File: src/rtl/fifo_wr_arbiter.sv
// Round-robin, packet-locking arbiter that shares one synchronous FIFO write port
// between NUM_REQ producers; never writes while the FIFO reports full.
//
// state | meaning
// IDLE  | no owner; pick the next pending requester starting at rr_ptr
// BURST | owner holds the port until last, MAX_BURST beats, or it drops req
module fifo_wr_arbiter #(
  parameter int NUM_REQ    = 4,
  parameter int FIFO_WIDTH = 16,
  parameter int MAX_BURST  = 8
) (
  input  logic                          clk,
  input  logic                          rst,
  input  logic [NUM_REQ-1:0]            req,
  input  logic [NUM_REQ-1:0]            req_last,
  input  logic [NUM_REQ*FIFO_WIDTH-1:0] req_data,
  output logic [NUM_REQ-1:0]            grant,
  output logic [NUM_REQ-1:0]            ack,
  input  logic                          fifo_full,
  input  logic                          fifo_overflow,
  output logic                          fifo_wr_en,
  output logic [FIFO_WIDTH-1:0]         fifo_data_in,
  output logic                          busy,
  output logic                          overflow_err
);
  localparam int OWNER_W = $clog2(NUM_REQ);
  localparam int CNT_W   = $clog2(MAX_BURST + 1);

  typedef enum logic {IDLE, BURST} state_t;

  state_t                state_q, state_d;
  logic [OWNER_W-1:0]    owner_q, owner_d, rr_ptr_q, rr_ptr_d, pick_idx, owner_inc;
  logic [CNT_W-1:0]      beat_cnt_q, beat_cnt_d, beat_inc;
  logic [NUM_REQ-1:0]    req_rot;
  logic                  pick_valid, sel_req, sel_last, wr;
  logic [FIFO_WIDTH-1:0] sel_data;

  // Rotate so bit 0 is rr_ptr; the descending scan leaves the lowest offset winning.
  always_comb begin
    req_rot    = NUM_REQ'({req, req} >> rr_ptr_q);
    pick_valid = 1'b0;
    pick_idx   = '0;
    for (int k = NUM_REQ - 1; k >= 0; k--) begin
      if (req_rot[k]) begin
        pick_valid = 1'b1;
        pick_idx   = OWNER_W'((int'(rr_ptr_q) + k) % NUM_REQ);
      end
    end
  end

  always_comb begin
    sel_req  = 1'b0;
    sel_last = 1'b0;
    sel_data = '0;
    for (int i = 0; i < NUM_REQ; i++) begin
      if (owner_q == OWNER_W'(i)) begin
        sel_req  = req[i];
        sel_last = req_last[i];
        sel_data = req_data[i*FIFO_WIDTH +: FIFO_WIDTH];
      end
    end
  end

  assign owner_inc = (owner_q == OWNER_W'(NUM_REQ - 1)) ? '0 : owner_q + OWNER_W'(1);
  assign beat_inc  = beat_cnt_q + CNT_W'(1);

  always_comb begin
    state_d      = state_q;
    owner_d      = owner_q;
    rr_ptr_d     = rr_ptr_q;
    beat_cnt_d   = beat_cnt_q;
    grant        = '0;
    ack          = '0;
    fifo_wr_en   = 1'b0;
    fifo_data_in = '0;
    busy         = 1'b0;
    wr           = 1'b0;
    case (state_q)
      IDLE: begin
        if (pick_valid) begin
          owner_d    = pick_idx;
          beat_cnt_d = '0;
          state_d    = BURST;
        end
      end
      BURST: begin
        busy         = 1'b1;
        fifo_data_in = sel_data;
        // rst gates the write so an abandoned packet never lands a beat.
        wr           = sel_req & ~fifo_full & ~rst;
        fifo_wr_en   = wr;
        for (int i = 0; i < NUM_REQ; i++) begin
          if (owner_q == OWNER_W'(i)) begin
            grant[i] = 1'b1;
            ack[i]   = wr;
          end
        end
        if (wr) begin
          beat_cnt_d = beat_inc;
          if (sel_last || beat_inc == CNT_W'(MAX_BURST)) begin
            state_d  = IDLE;
            rr_ptr_d = owner_inc;
          end
        end else if (!sel_req) begin
          state_d  = IDLE;
          rr_ptr_d = owner_inc;
        end
      end
      default: state_d = IDLE;
    endcase
  end

  always_ff @(posedge clk) begin
    if (rst) begin
      state_q      <= IDLE;
      owner_q      <= '0;
      rr_ptr_q     <= '0;
      beat_cnt_q   <= '0;
      overflow_err <= 1'b0;
    end else begin
      state_q    <= state_d;
      owner_q    <= owner_d;
      rr_ptr_q   <= rr_ptr_d;
      beat_cnt_q <= beat_cnt_d;
      if (fifo_overflow) overflow_err <= 1'b1;
    end
  end

endmodule

File: config.mk
export PLATFORM = sky130hd
export DESIGN_NAME = fifo_wr_arbiter
export DESIGN_NICKNAME = d
export VERILOG_FILES = /design/src/rtl/fifo_wr_arbiter.sv
export SDC_FILE = /design/constraint.sdc
export NUM_CORES = 1
export LEC_CHECK = 0
export CAP_MARGIN = 20
export CELL_PAD_IN_SITES_DETAIL_PLACEMENT = 1
export CELL_PAD_IN_SITES_GLOBAL_PLACEMENT = 1
export CORE_ASPECT_RATIO = 2
export CORE_UTILIZATION = 23
export CTS_BUF_LIST = sky130_fd_sc_hd__clkbuf_8
export DETAILED_ROUTE_END_ITERATION = 10
export GPL_ROUTABILITY_DRIVEN = 0
export PLACE_DENSITY_LB_ADDON = 0.1
export RECOVER_POWER = 25
export SYNTH_ARGS = -nofsm -noshare
export SYNTH_HDL_FRONTEND = slang
export SYNTH_SLANG_ARGS = --single-unit
File: constraint.sdc
create_clock -name clk -period 5.68 [get_ports clk]
set_clock_uncertainty 0.1 [all_clocks]
set_input_delay 1.704 -clock clk [delete_from_list [all_inputs] [get_ports clk]]
set_output_delay 1.704 -clock clk [all_outputs]
set_load 0.005 [all_outputs]
==> results of run 1 <==
-- layer usage --
layer  vias to the layer above  wire length (microns)  track usage, %
met5                         -                      0               0
met4                         0                     91            5.49
met3                         7                    347            2.27
met2                        66                   3010            37.3
met1                       850                   2040            19.0
li1                        876                      -               -
-- path summary, 6_finish.rpt --
kind,to,slack [ns]
max,ack[1],0.15
max reg2reg,rr_ptr_q[0]$_SDFFE_PP0P_,2.87
min reg2reg,overflow_err$_SDFFE_PP0P_,0.38
min,overflow_err$_SDFFE_PP0P_,0.38
-- stage by stage --
stage	hold slack [ns]	setup WS (ns)	total power, W	instances
2_1_floorplan	0.361	1.18	0.000193	186
3_3_place_gp	0.360	0.154	0.000314	337
3_5_place_dp	0.373	0.136	0.000317	337
4_1_cts	0.389	0.132	0.000394	340
5_1_grt	0.415	0.0144	0.000417	340
6_report	0.378	0.150	0.000387	340
-- critical path: stages --
cell	delay, ns
clkdlybuf4s50_1	0.54
nand3b_1	0.09
a221o_2	0.41
nor4_2	0.15
buf_4	0.21
and2_1	0.13
clkdlybuf4s50_1	0.49
-- cell type report --
| class | instances | area (sq um) | share of cell area [%] |
|---|---|---|---|
| clock buffer | 3 | 41.3 | 1.74 |
| inverter | 10 | 37.5 | 1.59 |
| multi-input combinational | 151 | 957 | 40.4 |
| sequential | 10 | 200 | 8.46 |
| tap | 58 | 72.6 | 3.07 |
| timing repair buffer | 108 | 1060 | 44.7 |
-- power by group --
group,switching [W],total (W),internal [W]
Combinational,0.0000978,0.000230,0.000132
Clock,0.0000285,0.0000750,0.0000465
Sequential,0.00000662,0.0000819,0.0000753
-- registers in the layout (all words and copies together) (netlist names) --
register / count
beat_cnt_q: 4
owner_q: 2
rr_ptr_q: 2
overflow_err: 1
state_q: 1
-- cell usage after synthesis --
master / n
a221o_2: 1
buf_4: 1
buf_6: 1
ha_1: 5
or4_1: 1
nand3_1: 4
o22ai_1: 1
o2bb2ai_1: 1
a211o_1: 1
nand3b_1: 4
or2_2: 1
clkbuf_1: 11
nor4_2: 1
and3b_1: 1
nor4_1: 1
a221oi_2: 2
o221ai_1: 1
nand2_1: 8
and2_1: 9
dfxtp_1: 10
buf_2: 2
a21oi_1: 23
a2111oi_2: 1
nor2_1: 22
a2111o_1: 1
o21a_1: 1
o21ai_1: 2
o21ai_0: 1
inv_1: 9
o31ai_1: 1
o311ai_0: 2
a221oi_1: 16
a211oi_1: 1
xnor2_1: 1
nor2b_1: 18
nand2b_1: 1
nor3b_1: 1
a21oi_2: 1
clkinv_1: 1
nor3_1: 16
-- kinds of logic (layout without fill, tap and decap cells) --
kind of cell               Yosys count  in the layout
buffers and inverters               25            121
AOI/OAI and AO/OA                   57             57
xor gates and xnor gates             1              1
DFF                                 10             10
and+or+nand+nor                     88             88
adders and majority gates            5              5
==> results.json, run 1 <==
{
  "status": "finished, final reports clean",
  "synthAdderAreaFrac_pct": 4.95,
  "firstDrtPassIters": 4,
  "yosysTopAreaCellShare_pct": 15.8,
  "hold_class": "reg -> reg",
  "grt_pass1_vias": 1814,
  "cts_buffers": 3,
  "synth_top_family_by_area": "simple AND/OR/NAND/NOR gates",
  "grtUsageTotal_pct": 19.0,
  "grt_first_pass_wirelength_mm": 8.31,
  "wl_per_cell_microns": 16.1,
  "drcViolationCount": 0,
  "ant_nets": 0,
  "final_cell_mix": "clkdlybuf4s50_1, a21oi_1, nor2_1",
  "fillers": 670,
  "wirelength_mm": 5.48,
  "period_share_pct": 97.4,
  "hold_depth": 2,
  "finalSetupViolCount": 0,
  "timing.rr.start": "owner_q[0]$_SDFFE_PP0P_",
  "dp_hpwl_mm": 4.21,
  "worstMarginPinSlew_ns": 0.901,
  "cts_setup_buffers": 0,
  "crit_type": "in -> out",
  "antenna_found_initial": 0,
  "drive_above_1_share_pct": 4.61,
  "seq_area_frac_synth_pct": 15.8,
  "ys_seq_elements": 10,
  "finalHoldViolations": 0,
  "ff2ff_path_depth": 6,
  "cp_data_arrival_time_ns": 3.73,
  "cts_hold_buf": 0,
  "num-nets-final": 365,
  "synthTopCellsByArea": "dfxtp_1, a221oi_1, a21oi_1, nor2b_1, nor2_1",
  "die_y_microns": 107,
  "boundaryPins": 103,
  "synth_xor_area_share_pct": 0.692,
  "yosysWarnings": 0,
  "grt_max_degree": 37,
  "cts-root-buf": "clkbuf_8",
  "grt_remaining_overflow": 0,
  "vias_per_cell": 5.29,
  "dieWidth_microns": 54.4,
  "diodes": 0,
  "synth_area_sq_um": 1260,
  "place_area_sq_um": 2330,
  "vdd_drop_max_mv": 0.146,
  "power_leakage_nw": 0.857,
  "vias": 1799,
  "htree_levels": 1,
  "design_area_sq_um": 2370,
  "clockBufferDepth": 2,
  "maxCapViolations": 0,
  "syn2layout_area_growth_pct": 87.1,
  "synth_compound_area_share_pct": 33.1,
  "utilization_pct": 45.3,
  "synth.area.mux_share_pct": 0,
  "final_common_cell": "clkdlybuf4s50_1",
  "relSlewSlack_pct": 39.9,
  "core_sq_um": 5230,
  "crit_fanout": 12,
  "power_density_nw_per_um2": 163,
  "cts.clk_slew.worst_paths_ns": 0.05,
  "drt_iter0_markers": 35,
  "fmax_mhz": 181,
  "cts.sinks": 10,
  "rows": 37,
  "initial_utilization_pct": 24.2,
  "start_kind": "primary input",
  "synthesis.instances": 186,
  "synth_top_area_cell": "dfxtp_1",
  "synth_fp_nets": 267,
  "synth_simple_gate_area_share_pct": 36.9,
  "min-delay-start": "overflow_err$_SDFFE_PP0P_",
  "yosysUniqueCellTypes": 40,
  "finalMaxSlewViolations": 0,
  "fin_setup_tns_ns": 0,
  "avgSynthCellArea_sq_um": 6.80,
  "required_ns": 3.88,
  "io_buffers": 102,
  "cts_tree": "built",
  "ctsResizeCount": 0,
  "die-area_sq_um": 5820,
  "rsz0062_at_grt": "no",
  "startpoint": "req[0]",
  "period_minus_slack_ns": 5.53,
  "cp-end-kind": "output port",
  "worstSkewPairLatency_ns": 0.24
}
Note: power is estimated with default switching activity, not from simulation.
==> inputs of run 2 (changes only) <==
Settings changed: CAP_MARGIN 20 to default, CORE_UTILIZATION 23 to 45, DONT_BUFFER_PORTS from default to 1, MAX_ROUTING_LAYER from default to met4.
==> results.json, run 2 (same netlist as run 1, synthesis figures left out) <==
{
  "finalHoldViolations": 0,
  "cp-end-kind": "output port",
  "finalMaxSlewViolations": 0,
  "vias": 1395,
  "worstMarginPinSlew_ns": 1.08,
  "clockBufferDepth": 2,
  "maxCapViolations": 0,
  "final_cell_mix": "a21oi_1, nor2_1, nor2b_1",
  "design_area_sq_um": 1280,
  "power_density_nw_per_um2": 224,
  "final_common_cell": "a21oi_1",
  "cts_tree": "built",
  "cts_hold_buf": 0,
  "final_cells": 205,
  "drive_above_1_share_pct": 5.65,
  "worstSkewPairLatency_ns": 0.24,
  "slowest_stage": "a221o_1",
  "largest_register": "beat_cnt_q",
  "syn2layout_area_growth_pct": 1.38,
  "wl_per_cell_microns": 19.9,
  "dp_hpwl_mm": 3.21,
  "total_power_w": 0.000287,
  "vdd_drop_max_mv": 0.168,
  "power_leakage_nw": 0.454,
  "fmax_mhz": 205,
  "ant_nets": 0,
  "cts_setup_buffers": 0,
  "rsz0062_at_grt": "no",
  "cts-root-buf": "clkbuf_8",
  "io_buffers": 0,
  "crit_type": "in -> out",
  "hold_class": "reg -> reg",
  "core_sq_um": 2600,
  "initial_utilization_pct": 48.6,
  "htree_levels": 1,
  "place_inst": 202,
  "drcViolationCount": 0,
  "path_delay_family": "compound AO/OA/AOI/OAI gates",
  "boundaryPins": 103,
  "status": "finished, final reports clean",
  "path_buf_inv": 1,
  "required_ns": 3.88,
  "vias_per_cell": 6.80,
  "ctsResizeCount": 0,
  "path_cells": "a211oi_1 > a221o_1 > nor4_2 > clkbuf_1 > and2_1",
  "cts.clk_slew.worst_paths_ns": 0.04,
  "cp_data_arrival_time_ns": 3.08,
  "grt_max_degree": 40,
  "grtUsageTotal_pct": 27.0,
  "timing.hold.ws_ns": 0.403,
  "largest_reg_flops": 4,
  "wirelength_mm": 4.08,
  "cts_buffers": 3,
  "period_minus_slack_ns": 4.88,
  "rows": 26,
  "dieWidth_microns": 39.5,
  "max_stage_delay_ns": 0.47,
  "reg2reg_setup_slack_ns": 2.71,
  "drt_iter0_markers": 16,
  "cts.sinks": 10,
  "period_share_pct": 86.0,
  "relSlewSlack_pct": 27.6,
  "num-nets-final": 260,
  "start_kind": "primary input",
  "antenna_found_initial": 0,
  "finalSetupViolCount": 0,
  "diodes": 0,
  "die-area_sq_um": 3040,
  "grt_remaining_overflow": 0,
  "crit_fanout": 12,
  "grt_pass1_vias": 1347,
  "grt_first_pass_wirelength_mm": 5.90,
  "top_regs": "beat_cnt_q (4), owner_q (2), rr_ptr_q (2)",
  "place_area_sq_um": 1250,
  "fin_setup_tns_ns": 0,
  "die_y_microns": 77.0,
  "firstDrtPassIters": 4
}
[run 2: metal layers]
metal | track usage [%] | vias up | routed length, microns
met5 | - | - | 0
met4 | 10.0 | 0 | 68
met3 | 3.18 | 7 | 217
met2 | 49.5 | 64 | 2360
met1 | 26.1 | 654 | 1440
li1 | - | 670 | -
[run 2: layout make-up]
type	instances	area, sq um
fillers	355	1320
multi-input cells	151	950
flip-flops and latches	10	200
clock buffers	3	41.3
inverters	10	37.5
well taps	28	35.0
repair buffers	3	18.8
[run 2: final timing paths]
| check | start | end | depth (start not counted) |
|---|---|---|---|
| setup / recovery | req[1] | ack[0] | 5 |
| hold / removal | overflow_err$_SDFFE_PP0P_ | overflow_err$_SDFFE_PP0P_ | 2 |
| setup reg to reg | owner_q[0]$_SDFFE_PP0P_ | beat_cnt_q[2]$_SDFFE_PP0P_ | 7 |
| hold reg to reg | overflow_err$_SDFFE_PP0P_ | overflow_err$_SDFFE_PP0P_ | 2 |
[run 2: tightest hold or removal path: stages, from the launching register on]
cell and delay, ns:
dfxtp_1 0.35, nor2_1 0.06, nor2_1 0.07
[run 2: power breakdown]
part | internal [W] | total [W] | switching, W
Combinational | 0.0000521 | 0.000130 | 0.0000778
Sequential | 0.0000754 | 0.0000823 | 0.00000693
Clock | 0.0000464 | 0.0000748 | 0.0000283
[run 2: stage by stage]
| step | utilization (%) | setup slack (ns) |
|---|---|---|
| floorplan | - | 1.18 |
| global placement | 48.1 | 1.14 |
| CTS | 49.7 | 1.08 |
| detailed placement | 48.1 | 1.09 |
| finish | 49.3 | 0.796 |
| global route | 49.3 | 0.707 |
